--- config.mk ---
export PLATFORM = sky130hd
export DESIGN_NAME = wshb_arbiter2
export DESIGN_NICKNAME = d
export VERILOG_FILES = /design/src/rtl/wshb_arbiter2.sv
export SDC_FILE = /design/constraint.sdc
export NUM_CORES = 1
export LEC_CHECK = 0
export BUFFER_PORTS_ARGS = -buffer_cell sky130_fd_sc_hd__buf_2
export CAP_MARGIN = 20
export CELL_PAD_IN_SITES_DETAIL_PLACEMENT = 2
export CELL_PAD_IN_SITES_GLOBAL_PLACEMENT = 2
export CORE_MARGIN = 2
export CORE_UTILIZATION = 14
export DETAILED_ROUTE_END_ITERATION = 6
export HOLD_SLACK_MARGIN = 0.15
export PLACE_DENSITY_LB_ADDON = 0.1
export SLEW_MARGIN = 20
export SYNTH_ARGS = -nofsm -noshare
export SYNTH_HDL_FRONTEND = slang
export SYNTH_SLANG_ARGS = --single-unit
--- constraint.sdc ---
create_clock -name clk -period 5.3 [get_ports clk]
set_input_delay 0.795 -clock clk [delete_from_list [all_inputs] [get_ports clk]]
set_output_delay 0.795 -clock clk [all_outputs]
set_load 0.02 [all_outputs]
--- src/rtl/wshb_arbiter2.sv ---
// Two-master / one-slave Wishbone arbiter with round-robin tie break,
// grant changes only on cycle boundaries, and a stall watchdog that
// terminates a hung slave access with err.
module wshb_arbiter2 #(
  parameter int ADDR_W  = 32,
  parameter int DATA_W  = 32,
  parameter int TIMEOUT = 256
) (
  input  logic                  clk,
  input  logic                  rst_n,
  // master 0 (framebuffer reader)
  input  logic                  m0_cyc,
  input  logic                  m0_stb,
  input  logic                  m0_we,
  input  logic [ADDR_W-1:0]     m0_adr,
  input  logic [DATA_W-1:0]     m0_dat_ms,
  input  logic [DATA_W/8-1:0]   m0_sel,
  input  logic [2:0]            m0_cti,
  input  logic [1:0]            m0_bte,
  output logic                  m0_ack,
  output logic                  m0_err,
  output logic                  m0_rty,
  output logic [DATA_W-1:0]     m0_dat_sm,
  // master 1 (pattern writer)
  input  logic                  m1_cyc,
  input  logic                  m1_stb,
  input  logic                  m1_we,
  input  logic [ADDR_W-1:0]     m1_adr,
  input  logic [DATA_W-1:0]     m1_dat_ms,
  input  logic [DATA_W/8-1:0]   m1_sel,
  input  logic [2:0]            m1_cti,
  input  logic [1:0]            m1_bte,
  output logic                  m1_ack,
  output logic                  m1_err,
  output logic                  m1_rty,
  output logic [DATA_W-1:0]     m1_dat_sm,
  // shared slave
  output logic                  s_cyc,
  output logic                  s_stb,
  output logic                  s_we,
  output logic [ADDR_W-1:0]     s_adr,
  output logic [DATA_W-1:0]     s_dat_ms,
  output logic [DATA_W/8-1:0]   s_sel,
  output logic [2:0]            s_cti,
  output logic [1:0]            s_bte,
  input  logic                  s_ack,
  input  logic                  s_err,
  input  logic                  s_rty,
  input  logic [DATA_W-1:0]     s_dat_sm,
  // current owner, one-hot
  output logic [1:0]            grant
);

  localparam int SEL_W = DATA_W / 8;
  // Keep at least one bit so the disabled-watchdog build stays legal.
  localparam int CNT_W = (TIMEOUT > 0) ? $clog2(TIMEOUT + 1) : 1;

  typedef enum logic [1:0] {
    IDLE = 2'b00,
    GNT0 = 2'b01,
    GNT1 = 2'b10
  } state_e;

  state_e             state_q;
  logic               last_q;     // index of the master that owned the bus most recently
  logic [CNT_W-1:0]   wd_cnt_q;
  logic [CNT_W-1:0]   wd_cnt_d;

  logic               own_cyc;
  logic               own_stb;
  logic               own_we;
  logic [ADDR_W-1:0]  own_adr;
  logic [DATA_W-1:0]  own_dat;
  logic [SEL_W-1:0]   own_sel;
  logic [2:0]         own_cti;
  logic [1:0]         own_bte;

  logic               s_term;
  logic               wd_hit;
  logic               wd_fire;

  // Select the granted master's request signals; everything is zero when idle.
  always_comb begin
    own_cyc = 1'b0;
    own_stb = 1'b0;
    own_we  = 1'b0;
    own_adr = '0;
    own_dat = '0;
    own_sel = '0;
    own_cti = '0;
    own_bte = '0;
    case (state_q)
      GNT0: begin
        own_cyc = m0_cyc;
        own_stb = m0_stb;
        own_we  = m0_we;
        own_adr = m0_adr;
        own_dat = m0_dat_ms;
        own_sel = m0_sel;
        own_cti = m0_cti;
        own_bte = m0_bte;
      end
      GNT1: begin
        own_cyc = m1_cyc;
        own_stb = m1_stb;
        own_we  = m1_we;
        own_adr = m1_adr;
        own_dat = m1_dat_ms;
        own_sel = m1_sel;
        own_cti = m1_cti;
        own_bte = m1_bte;
      end
      default: ;
    endcase
  end

  assign s_term  = s_ack | s_err | s_rty;
  // A real slave termination in the final watchdog cycle wins over the abort.
  assign wd_hit  = (TIMEOUT != 0) && (wd_cnt_q == CNT_W'(TIMEOUT - 1));
  assign wd_fire = own_cyc & own_stb & ~s_term & wd_hit;

  // Watchdog next count: clears on termination, abort, idle strobe or owner release.
  always_comb begin
    wd_cnt_d = wd_cnt_q;
    if (!own_cyc || !own_stb || s_term || wd_fire) begin
      wd_cnt_d = '0;
    end else if (wd_cnt_q != {CNT_W{1'b1}}) begin
      wd_cnt_d = wd_cnt_q + CNT_W'(1);
    end
  end

  // Watchdog stall counter register.
  always_ff @(posedge clk or negedge rst_n) begin
    if (!rst_n) begin
      wd_cnt_q <= '0;
    end else begin
      wd_cnt_q <= wd_cnt_d;
    end
  end

  // Grant FSM: hand over only when the owner drops cyc; ties go to the master that did not own last.
  always_ff @(posedge clk or negedge rst_n) begin
    if (!rst_n) begin
      state_q <= IDLE;
      last_q  <= 1'b1;
    end else begin
      case (state_q)
        IDLE: begin
          if (m0_cyc && m1_cyc) begin
            state_q <= last_q ? GNT0 : GNT1;
          end else if (m0_cyc) begin
            state_q <= GNT0;
          end else if (m1_cyc) begin
            state_q <= GNT1;
          end
        end
        GNT0: begin
          if (!m0_cyc) begin
            last_q  <= 1'b0;
            state_q <= m1_cyc ? GNT1 : IDLE;
          end
        end
        GNT1: begin
          if (!m1_cyc) begin
            last_q  <= 1'b1;
            state_q <= m0_cyc ? GNT0 : IDLE;
          end
        end
        default: state_q <= IDLE;
      endcase
    end
  end

  assign grant    = state_q;

  assign s_cyc    = own_cyc;
  assign s_stb    = own_stb & ~wd_fire;
  assign s_we     = own_we;
  assign s_adr    = own_adr;
  assign s_dat_ms = own_dat;
  assign s_sel    = own_sel;
  assign s_cti    = own_cti;
  assign s_bte    = own_bte;

  assign m0_ack    = grant[0] & s_ack;
  assign m0_err    = grant[0] & (s_err | wd_fire);
  assign m0_rty    = grant[0] & s_rty;
  assign m0_dat_sm = grant[0] ? s_dat_sm : '0;

  assign m1_ack    = grant[1] & s_ack;
  assign m1_err    = grant[1] & (s_err | wd_fire);
  assign m1_rty    = grant[1] & s_rty;
  assign m1_dat_sm = grant[1] ? s_dat_sm : '0;

endmodule

# == Word level (Yosys, flattened, before mapping) ==
# Index checks and enable logic that the tools add are counted.
# totals
register_bits,12
word_cells,61
output_inout_bits,148
# op_classes
eq_ne,7
addsub,1
bitwise_logic,15
muxes,24
reduce_logical,11
# op_table
operator,n
one-hot mux 32 bit (2 select lines),2
two-way mux 32 bit,2
two-way mux 9 bit,2
two-way mux 2 bit,7
bitwise AND 1 bit,10
adder 9 x 1 -> 9 bit (second input constant),1
== test 9 x 8 -> 1 bit (second input constant),1
inequality test 9 bit (second input constant),1
one-hot mux 1 bit (2 select lines),4
one-hot mux 4 bit (2 select lines),1
one-hot mux 2 bit (3 select lines),1
one-hot mux 3 bit (2 select lines),1
AND reduction 3 bit,2
inequality test 2 bit (second input constant),2
inequality test 4 bit (second input constant),1
one-hot mux 2 bit (2 select lines),1
nonzero test 2 bit,2
logical OR 1 bit,3
two-way mux 1 bit,3
OR 1 bit,3
== test 2 x 1 -> 1 bit (second input constant),1
== test 2 bit (second input constant),1
zero test 1 bit,2
zero test 2 bit,1
other kinds (2),3

# == Logic depth before layout (Yosys ltp) ==
# Gate-level depths: netlist (run 1).
# logic_depth
depth_word,7
mapped_depth,9
ltp_nobuf,7

# == Worst setup path before layout (run 1) ==
# No wires, ideal clock.
# synth_path
path_kind,register to output
from,reg state_q[0] (netlist: grant[0])
to,out s_adr[10]
path_stages_with_launch,7
arrival_ps,2064
slack_ps,2441
path_cell_list,dfrtp_1 -> clkbuf_1 -> inv_1 -> ha_1 -> clkbuf_1 -> clkbuf_1 -> nor2b_1
# synth_between
elab_chain_cells,2
word_cells_on_any_way,3
cone_classes,eq/ne (2); mux (1)
# synth_lines
item,line,source
from (decl),64,state_e state_q;
from (signal assigned),150,state_q <= last_q ? GNT0 : GNT1;
from (signal assigned),160,state_q <= m1_cyc ? GNT1 : IDLE;
from (signal assigned),166,state_q <= m0_cyc ? GNT0 : IDLE;
== test 2 bit / == test 2 x 1 -> 1 bit (equally long branches),92,case (state_q)
one-hot mux 32 bit (2 select lines) *,92,
to (decl),41,"output logic [ADDR_W-1:0] s_adr,"
# Mark *: on every way between the ends. The rest lies on a longest branch, timed or not.

# == Worst setup path after layout (run 1) ==
# layout_path
from,reg state_q[1] (netlist: grant[1])
to,out s_dat_ms[29]
# layout_between
elab_chain_cells,2
word_cells_on_any_way,3
cone_classes,eq/ne (2); mux (1)
# layout_lines
item,line,source
== test 2 bit / == test 2 x 1 -> 1 bit (equally long branches),92,
one-hot mux 32 bit (2 select lines) *,92,
to (decl),42,"output logic [DATA_W-1:0] s_dat_ms,"
# Marks and branches as above.

==> impl_metrics.tcl, run 1 <==
set metrics [dict create \
    max_stage_delay_ns 0.95 \
    syn_area_um2 2360 \
    drc 0 \
    dp.cells 854 \
    globalRouteMet2Util_pct 32.0 \
    worst_pin_slew_ns 0.955 \
    place_congestion 0.786 \
    overflow 0 \
    status "complete, no violations" \
    clk_latency_ns 0.24 \
    synth_top_area_share_pct 23.6 \
    wl_per_cell_um 18.1 \
    cts_hold_buf 0 \
    cts_tree "yes" \
    cts-root-buf "clkbuf_16" \
    cts-buffers-inserted 3 \
    start_util_pct 14.3 \
    synth_edf_count 0 \
    path_max_fanout 56 \
    p_per_area_nw_per_um2 424 \
    fin_crit_sh_pct 73.3 \
    max-vdd-ir-drop_v 0.000121 \
    worstPathRequired_ns 4.51 \
    ys_seq_area_share_pct 12.8 \
    synthSimpleGateAreaFrac_pct 45.5 \
    cts_buffer_depth 2 \
    chipHeight_um 134 \
    final_common_cell "buf_2" \
    top_usage_layer "met2" \
    syn_to_final_growth_pct 82.5 \
    avgViaCountPerCell 4.28 \
    synthCells 328 \
    worstPathCellList "ha_2 > buf_4 > a22oi_1 > nor2b_1 > buf_2" \
    synth_flop_cell "dfrtp_1" \
    critPathBufInv 2 \
    fmax_mhz 257 \
    post-route-min-period_ns 3.89 \
    end_kind "output pin" \
    synth_top_family_by_area "simple AND/OR/NAND/NOR gates" \
    io_pins 337 \
    synth_xor_area_share_pct 1.49 \
    hold_viol 0 \
    grt_pass1_wl_um 22900 \
    cts_resized 0 \
    rows 47 \
    cts_setup_buffers 0 \
    fin_skew_ns 0.00257 \
    synth_seq_cells 12 \
    core-area_um2 16500 \
    path_class "reg2out" \
    syn_avg_cell_area_um2 7.19 \
    slew_headroom_pct 36.4 \
    dpl_worst_slack_ns 1.56 \
    synth_compound_area_share_pct 29.5 \
    synthArstFlopShare_pct 100 \
    drive_gt1_share_pct 55.0 \
    grt_pass1_vias 3869 \
    layout.nets 835 \
    fin_ws_ns 1.41 \
    antenna_found_initial 1 \
    tns_ns 0 \
    clk_pin_slew_worst_paths_ns 0.05 \
    start_kind "register" \
    synth_cell_types 36 \
    port_buffers 336 \
    grt_usage_pct 16.2 \
    rsz0062_at_grt "no" \
    worst-r2r-setup-slack_ns 2.44 \
    maxCapViolations 0 \
    cts.sinks 12 \
    final_cell_count_no_fill 859 \
    p_leak_nw 2.36 \
    htreeDepth 1 \
    synthTopCellsByArea "a22oi_1, nor2b_1, and2_1" \
    die_area_um2 17900 \
    yosysTopAreaCell "a22oi_1" \
    synth_mux_area_share_pct 0.424 \
    critPathArrivalTime_ns 3.09 \
    die_width_um 134 \
    slowest_stage "dfrtp_1" \
    crit_family "flip-flops" \
    finalSetupViolations 0 \
    wl_um 15500 \
    use_met1_pct 17.3 \
    hp-class "in2async" \
    holdWs_ns 0.436 \
    drt_iter0_drc 89 \
    synth-adder-area-share_pct 3.71 \
    synthesis.nets 524 \
    dp_hpwl_um 13100 \
    use_met3_pct 4.12 \
    detail_route.first_pass.iterations 4 \
    grt_max_degree 57 \
    vias 3677 \
    yosysWarnings 0 \
    drtAntennaViolNets 0 \
    slew_violations 0 \
    mostFrequentLayoutCells "buf_2, nor2b_1, a22oi_1" \
]
## Yosys cell counts (3+ instances only)
| master | number |
|---|---|
| nand2_1 | 4 |
| a21oi_1 | 3 |
| inv_1 | 4 |
| o21ai_0 | 5 |
| nor3_1 | 7 |
| a22oi_1 | 74 |
| xor2_1 | 3 |
| nor2b_1 | 75 |
| clkbuf_1 | 24 |
| dfrtp_1 | 11 |
| nor2_1 | 5 |
| ha_1 | 7 |
| and2_1 | 69 |
| buf_2 | 10 |
## state kept, by name, indices dropped and copies added, names as in the netlist
name and count:
wd_cnt_q 9, grant 2, last_q 1
## worst paths after layout
path                                 to  cells after the start     start
setup reg to reg            wd_cnt_q[5]                      4  grant[0]
max in group asynchronous        last_q                      1     rst_n
hold reg to reg                  last_q                      1    last_q
hold / removal              wd_cnt_q[8]                      1     rst_n
setup / recovery           s_dat_ms[29]                      5  grant[1]
min in group clk                 last_q                      1    last_q
## layer usage
metal	part of all wire, %	up-vias
li1	-	1782
met1	37	1699
met2	54	184
met3	8.3	12
met4	1.3	0
met5	0	-
## cell type report
type / count / area (um2)
antenna: 1 / 2.50
clock buffer: 4 / 88.8
fill: 2007 / 12200
inverter: 4 / 15.0
multi-input combinational: 278 / 1910
sequential: 12 / 302
tap: 220 / 275
timing repair buffer: 340 / 1710
## per-stage QoR
stage,instance area (um2),power (mW),util (%)
floorplan,2360,1.16,-
global placement,4210,1.67,25.5
detailed placement,4210,1.70,25.5
CTS,4300,1.87,26.0
global route,4300,1.98,26.0
finish,4300,1.83,26.0
## power breakdown
| group | switching [mW] | leakage [nW] | total, mW | internal [mW] |
|---|---|---|---|---|
| sequential | 0.0546 | 0.162 | 0.158 | 0.104 |
| combinational | 0.927 | 2.15 | 1.51 | 0.584 |
| clock | 0.0420 | 0.0442 | 0.156 | 0.114 |
## kinds of logic (layout without fill, tap and decap cells)
logic type | after synthesis | count (layout)
muxes | 1 | 1
AOI/OAI and AO/OA | 94 | 94
and+or+nand+nor | 172 | 172
adders and majority gates | 7 | 7
xor gates and xnor gates | 4 | 4
DFF | 12 | 12
other | 0 | 1
buffers and inverters | 38 | 348
(Power assumes the default switching activity.)
==> inputs of run 2 (changes only) <==
--- a/config.mk
+++ b/config.mk
@@ -5,12 +5,13 @@
 export SDC_FILE = /design/constraint.sdc
 export NUM_CORES = 1
 export LEC_CHECK = 0
+export ABC_AREA = 1
 export BUFFER_PORTS_ARGS = -buffer_cell sky130_fd_sc_hd__buf_2
 export CAP_MARGIN = 20
 export CELL_PAD_IN_SITES_DETAIL_PLACEMENT = 2
 export CELL_PAD_IN_SITES_GLOBAL_PLACEMENT = 2
 export CORE_MARGIN = 2
-export CORE_UTILIZATION = 14
+export CORE_UTILIZATION = 10
 export DETAILED_ROUTE_END_ITERATION = 6
 export HOLD_SLACK_MARGIN = 0.15
 export PLACE_DENSITY_LB_ADDON = 0.1
==> constraint.sdc (replaced) <==
create_clock -name clk -period 3.12 [get_ports clk]
set_input_delay 0.468 -clock clk [delete_from_list [all_inputs] [get_ports clk]]
set_output_delay 0.468 -clock clk [all_outputs]
set_load 0.02 [all_outputs]
==> run 2 against run 1 <==
  * Cell count grew 33%
  * Critical path type unchanged
  * Setup slack lost 1.1 ns
  * Wire length grew 15%
  * Critical endpoint is now s_sel[1]
  * Total power grew 81%
  * First-iteration DRC count grew 38%
  * Clock skew is essentially flat
  * Synthesized cell count grew 52%
  * Largest cell class is now non-clock buffers
  * Critical path depth grew 1
==> impl_metrics.tcl, run 2 <==
set metrics [dict create \
    whs_endpoint "last_q" \
    path_class "reg2out" \
    detail_route.first_pass.iterations 4 \
    core-area_um2 24300 \
    syn_avg_cell_area_um2 4.96 \
    largest_reg_flops 9 \
    crit_path_start "grant[0]" \
    synth_xor_area_share_pct 1.06 \
    drive_gt1_share_pct 46.1 \
    max_stage_delay_ns 0.38 \
    fillers 3094 \
    cts.sinks 12 \
    grt_usage_pct 12.8 \
    rows 57 \
    synth-adder-area-share_pct 3.53 \
    post-route-min-period_ns 2.77 \
    wl_met1_um 6360 \
    critPathBufInv 3 \
    synth_top_area_share_pct 35.4 \
    fin_crit_sh_pct 88.8 \
    fmax_mhz 361 \
    cts-buffers-inserted 3 \
    syn_to_final_growth_pct 84.1 \
    yosysMostFrequentCell "nand2_1" \
    slowest_stage "buf_4" \
    place_congestion 0.852 \
    ys_seq_area_share_pct 12.1 \
    io_pins 337 \
    rr_endpoint "grant[1]" \
    rsz0062_at_grt "no" \
    wl_met3_um 1120 \
    grt_max_degree 76 \
    worstPathCellList "buf_4 > ha_2 > buf_6 > nand2_1 > a21oi_1 > buf_2" \
    overflow 0 \
    avgViaCountPerCell 3.80 \
    synth_mux_area_share_pct 0 \
    grt_pass1_wl_um 26600 \
    slew_violations 0 \
    synth_edf_count 0 \
    worst-r2r-setup-slack_ns 1.16 \
    top_signal_layer_used "met4" \
    drt_iter0_drc 123 \
    synthesis.nets 696 \
    drc 0 \
    antenna_found_initial 0 \
    route.met2.wl_um 10200 \
    cts_buffer_depth 2 \
    hold_start "last_q" \
    worstPathRequired_ns 2.65 \
    synth_compound_area_share_pct 18.3 \
    start_kind "register" \
    slew_headroom_pct 71.1 \
    mostFrequentLayoutCells "buf_2, nand2_1, a21oi_1" \
    port_buffers 336 \
    hold_viol 0 \
    p_per_area_nw_per_um2 724 \
    dp_hpwl_um 15300 \
    layout.nets 1015 \
    drtAntennaViolNets 0 \
    vias 4341 \
    die_area_um2 26100 \
    syn_area_um2 2480 \
    rr_worst_depth 7 \
    synthTopCellsByArea "nand2_1, a21oi_1, inv_1" \
    critPathArrivalTime_ns 2.30 \
    p_total_mw 3.31 \
    start_util_pct 10.2 \
    max-vdd-ir-drop_v 0.000498 \
    yosysTopAreaCell "nand2_1" \
    synth_seq_cells 12 \
    r2r-start "grant[0]" \
    path_max_fanout 38 \
    wl_per_cell_um 15.7 \
    chipHeight_um 162 \
    synthTopCellsByCount "nand2_1, a21oi_1, inv_1, buf_2, dfrtp_1" \
    p_leak_nw 2.95 \
    status "complete, no violations" \
    finalSetupViolations 0 \
    hold_depth 2 \
    cts-root-buf "clkbuf_16" \
    end_kind "output pin" \
    top_register "wd_cnt_q" \
    fin_skew_ns 0.00296 \
    cts_tree "yes" \
    wl_um 17900 \
    final_common_cell "buf_2" \
    htreeDepth 1 \
    grt_pass1_vias 4729 \
    synthArstFlopShare_pct 100 \
    clk_pin_slew_worst_paths_ns 0.04 \
    synthSimpleGateAreaFrac_pct 44.4 \
    synth_flop_cell "dfrtp_1" \
    tns_ns 0 \
    synth_cell_types 29 \
    crit_family "buffers and inverters" \
    die_width_um 162 \
    worst_pin_slew_ns 0.433 \
    yosysWarnings 0 \
    synthCells 500 \
    hp-class "reg2reg" \
    maxCapViolations 0 \
    clk_latency_ns 0.24 \
    synth_top_family_by_area "simple AND/OR/NAND/NOR gates" \
]
## run 2: cell type report
class	count	area, um2	share of cell area [%]
timing repair buffer	346	1780	38.8
sequential	12	302	6.60
inverter	88	330	7.23
clock buffer	4	78.8	1.72
multi-input combinational	368	1680	36.7
tap	324	405	8.87
antenna	1	2.50	0.0547
## run 2: worst min-delay path, stage by stage (launching register included)
cell     delay (ns)
dfstp_2        0.36
o21ai_1        0.07
o21ai_1        0.08
## run 2: worst max-delay path by stage
stage / depth (start not counted) / to / slack, ns
finish: 6 / s_sel[1] / 0.35
global route: 6 / s_sel[1] / 0.12
CTS: 6 / s_sel[1] / 0.07
detailed placement: 6 / s_sel[1] / 0.33
global placement: 6 / s_sel[1] / 0.36
floorplan: 7 / s_adr[0] / 0.88
## run 2: kinds of logic (layout without fill, tap and decap cells)
kind of cell,after synthesis,in the layout
and+or+nand+nor,270,270
DFF,12,12
buffers and inverters,120,438
other,0,1
AOI/OAI and AO/OA,88,88
adders and majority gates,7,7
xor gates and xnor gates,3,3
## run 2: power by group
part           internal (mW)  switching (mW)
combinational          0.833            2.05
clock                  0.172          0.0663
sequential             0.179          0.0101
## run 2: per-stage QoR
step	hold slack, ns	setup slack (ns)	utilization, %	instances	area [um2]
after CTS	0.529	0.0700	18.8	1142	4560
after detailed placement	0.387	0.330	18.4	1137	4480
after global routing	0.543	0.117	18.8	1142	4570
after global placement	0.381	0.356	18.4	1137	4480
final	0.522	0.350	18.8	1143	4570
after floorplan	0.172	0.880	-	500	2480
## run 2: metal layers
layer  vias to the layer above  GRT usage [%]
li1                       2129              -
met1                      2042           13.0
met2                       160           27.4
met3                        10           2.13
met4                         0           1.54
met5                         -              0
## run 2: what timing repair did
item,4_1_cts,5_1_grt
hold buffers,1,0
endpoints found under the hold margin,11,0
setup endpoints to repair,0,1
setup buffers,0,0
resized for setup,0,1
==> inputs of run 3 (changes only) <==
--- a/config.mk
+++ b/config.mk
@@ -10,12 +10,12 @@
 export CAP_MARGIN = 20
 export CELL_PAD_IN_SITES_DETAIL_PLACEMENT = 2
 export CELL_PAD_IN_SITES_GLOBAL_PLACEMENT = 2
+export CORE_ASPECT_RATIO = 1.1
 export CORE_MARGIN = 2
 export CORE_UTILIZATION = 10
 export DETAILED_ROUTE_END_ITERATION = 6
 export HOLD_SLACK_MARGIN = 0.15
 export PLACE_DENSITY_LB_ADDON = 0.1
-export SLEW_MARGIN = 20
 export SYNTH_ARGS = -nofsm -noshare
 export SYNTH_HDL_FRONTEND = slang
 export SYNTH_SLANG_ARGS = --single-unit
==> run 3 against run 2 <==
  * First-iteration DRC count up 3.3%
  * Final area decreased by 0.25%
  * Via count increased by 0.16%
  * Critical path depth is the same
  * Clock skew is 0.0039 ns higher
  * Worst hold slack worse by 0.012 ns
  * Wire length fell by 1.8%
  * Clock power rose by 2%
  * Largest cell class unchanged
==> impl_metrics.tcl, run 3 (same netlist as run 2, synthesis figures left out) <==
set metrics [dict create \
    status "complete, no violations" \
    end_kind "output pin" \
    cts-root-buf "clkbuf_16" \
    io_pins 337 \
    fmax_mhz 353 \
    avgViaCountPerCell 3.84 \
    slew_violations 0 \
    clk_pin_slew_worst_paths_ns 0.04 \
    path_class "reg2out" \
    finalSetupViolations 0 \
    worst_pin_slew_ns 0.569 \
    port_buffers 336 \
    core-area_um2 24400 \
    grt_max_degree 52 \
    grt_pass1_wl_um 26700 \
    max-vdd-ir-drop_v 0.000307 \
    worstPathRequired_ns 2.65 \
    wl_um 17600 \
    worstPathCellList "buf_4 > ha_2 > buf_4 > nand2_1 > a21oi_1 > buf_2" \
    path_max_fanout 47 \
    maxCapViolations 0 \
    detail_route.first_pass.iterations 4 \
    max_stage_delay_ns 0.46 \
    p_leak_nw 2.95 \
    die_width_um 154 \
    antenna_found_initial 4 \
    hold_viol 0 \
    slew_headroom_pct 62.0 \
    fin_skew_ns 0.00690 \
    mostFrequentLayoutCells "buf_2, nand2_1, a21oi_1" \
    cts_buffer_depth 2 \
    dpl_cell_area_um2 4470 \
    top_register "wd_cnt_q" \
    fillers 3079 \
    final_cell_count_no_fill 1131 \
    critPathArrivalTime_ns 2.37 \
    p_per_area_nw_per_um2 731 \
    drive_gt1_share_pct 46.2 \
    worst-r2r-setup-slack_ns 1.19 \
    start_kind "register" \
    tns_ns 0 \
    chipHeight_um 169 \
    utilization_pct 18.7 \
    final_area_um2 4560 \
    fin_crit_sh_pct 90.9 \
    grt_usage_pct 12.8 \
    start_util_pct 10.2 \
    rows 60 \
    cts-buffers-inserted 3 \
    largest_reg_flops 9 \
    rsz0062_at_grt "no" \
    layout.nets 1016 \
    hp-class "reg2reg" \
    final_common_cell "buf_2" \
    drc 0 \
    holdWs_ns 0.510 \
    cp_common_cell "buf_4" \
    htreeDepth 1 \
    wl_per_cell_um 15.5 \
    grt_pass1_vias 4757 \
    cts_tree "yes" \
    cts.sinks 12 \
    clk_latency_ns 0.24 \
    drtAntennaViolNets 0 \
    vias 4348 \
    drt_iter0_drc 127 \
    dp_hpwl_um 14700 \
    dp.cells 1124 \
    slowest_stage "buf_4" \
    die_area_um2 26100 \
    syn_to_final_growth_pct 83.7 \
    post-route-min-period_ns 2.84 \
    place_congestion 0.826 \
    cts_setup_buffers 0 \
    overflow 0 \
]
[run 3: critical path: cells and delay by family, from the launching register on]
kind	cells	cell delay (ns)
adder cells (fa/ha/maj)	1	0.31
AND/OR/NAND/NOR	1	0.12
AO/OA/AOI/OAI	1	0.28
flip-flops	1	0.34
buffers and inverters	3	1.07
[run 3: power by group]
group	switching, mW	internal, mW	leakage (nW)
Clock	0.0704	0.172	0.0382
Combinational	2.06	0.844	2.75
Sequential	0.0122	0.179	0.162
Total	2.14	1.20	2.95
[run 3: what timing repair did]
| action | 4_1_cts | 5_1_grt |
|---|---|---|
| hold buffers | 1 | 0 |
| hold endpoints to repair | 11 | 0 |
| endpoints found under the setup margin | 0 | 0 |
| resized for setup | 0 | 0 |
[run 3: path summary, 6_finish.rpt]
check,from,to,cells past startpoint
worst max-delay path,grant[0],s_bte[0],6
worst min-delay path,last_q,last_q,2
worst max register to register,wd_cnt_q[0],wd_cnt_q[6],9
worst min register to register,last_q,last_q,2
max in group asynchronous,rst_n,last_q,2
min in group asynchronous,rst_n,wd_cnt_q[1],2
[run 3: layer usage]
metal / routed length (um) / global-route usage (%) / share of wire [%] / vias up
met5: 38 / 0 / 0.22 / -
met4: 171 / 1.71 / 0.97 / 6
met3: 1820 / 4.44 / 10 / 12
met2: 9110 / 25.1 / 52 / 203
met1: 6430 / 13.2 / 37 / 1995
li1: - / - / - / 2132
[run 3: area by class of cell]
| class | instances | area, um2 | share of cell area (%) |
|---|---|---|---|
| Antenna cell | 2 | 5.00 | 0.110 |
| Timing Repair Buffer | 347 | 1780 | 39.0 |
| Inverter | 88 | 330 | 7.24 |
| Sequential cell | 12 | 302 | 6.61 |
| Clock buffer | 4 | 78.8 | 1.73 |
| Multi-Input combinational cell | 368 | 1680 | 36.8 |
| Tap cell | 310 | 388 | 8.51 |
[run 3: through the flow]
stage / total power [mW] / worst slack [ns]
3_5_place_dp: 3.19 / 0.447
3_3_place_gp: 3.15 / 0.511
2_1_floorplan: 2.07 / 0.880
4_1_cts: 3.45 / 0.181
6_report: 3.33 / 0.284
5_1_grt: 3.69 / 0.107
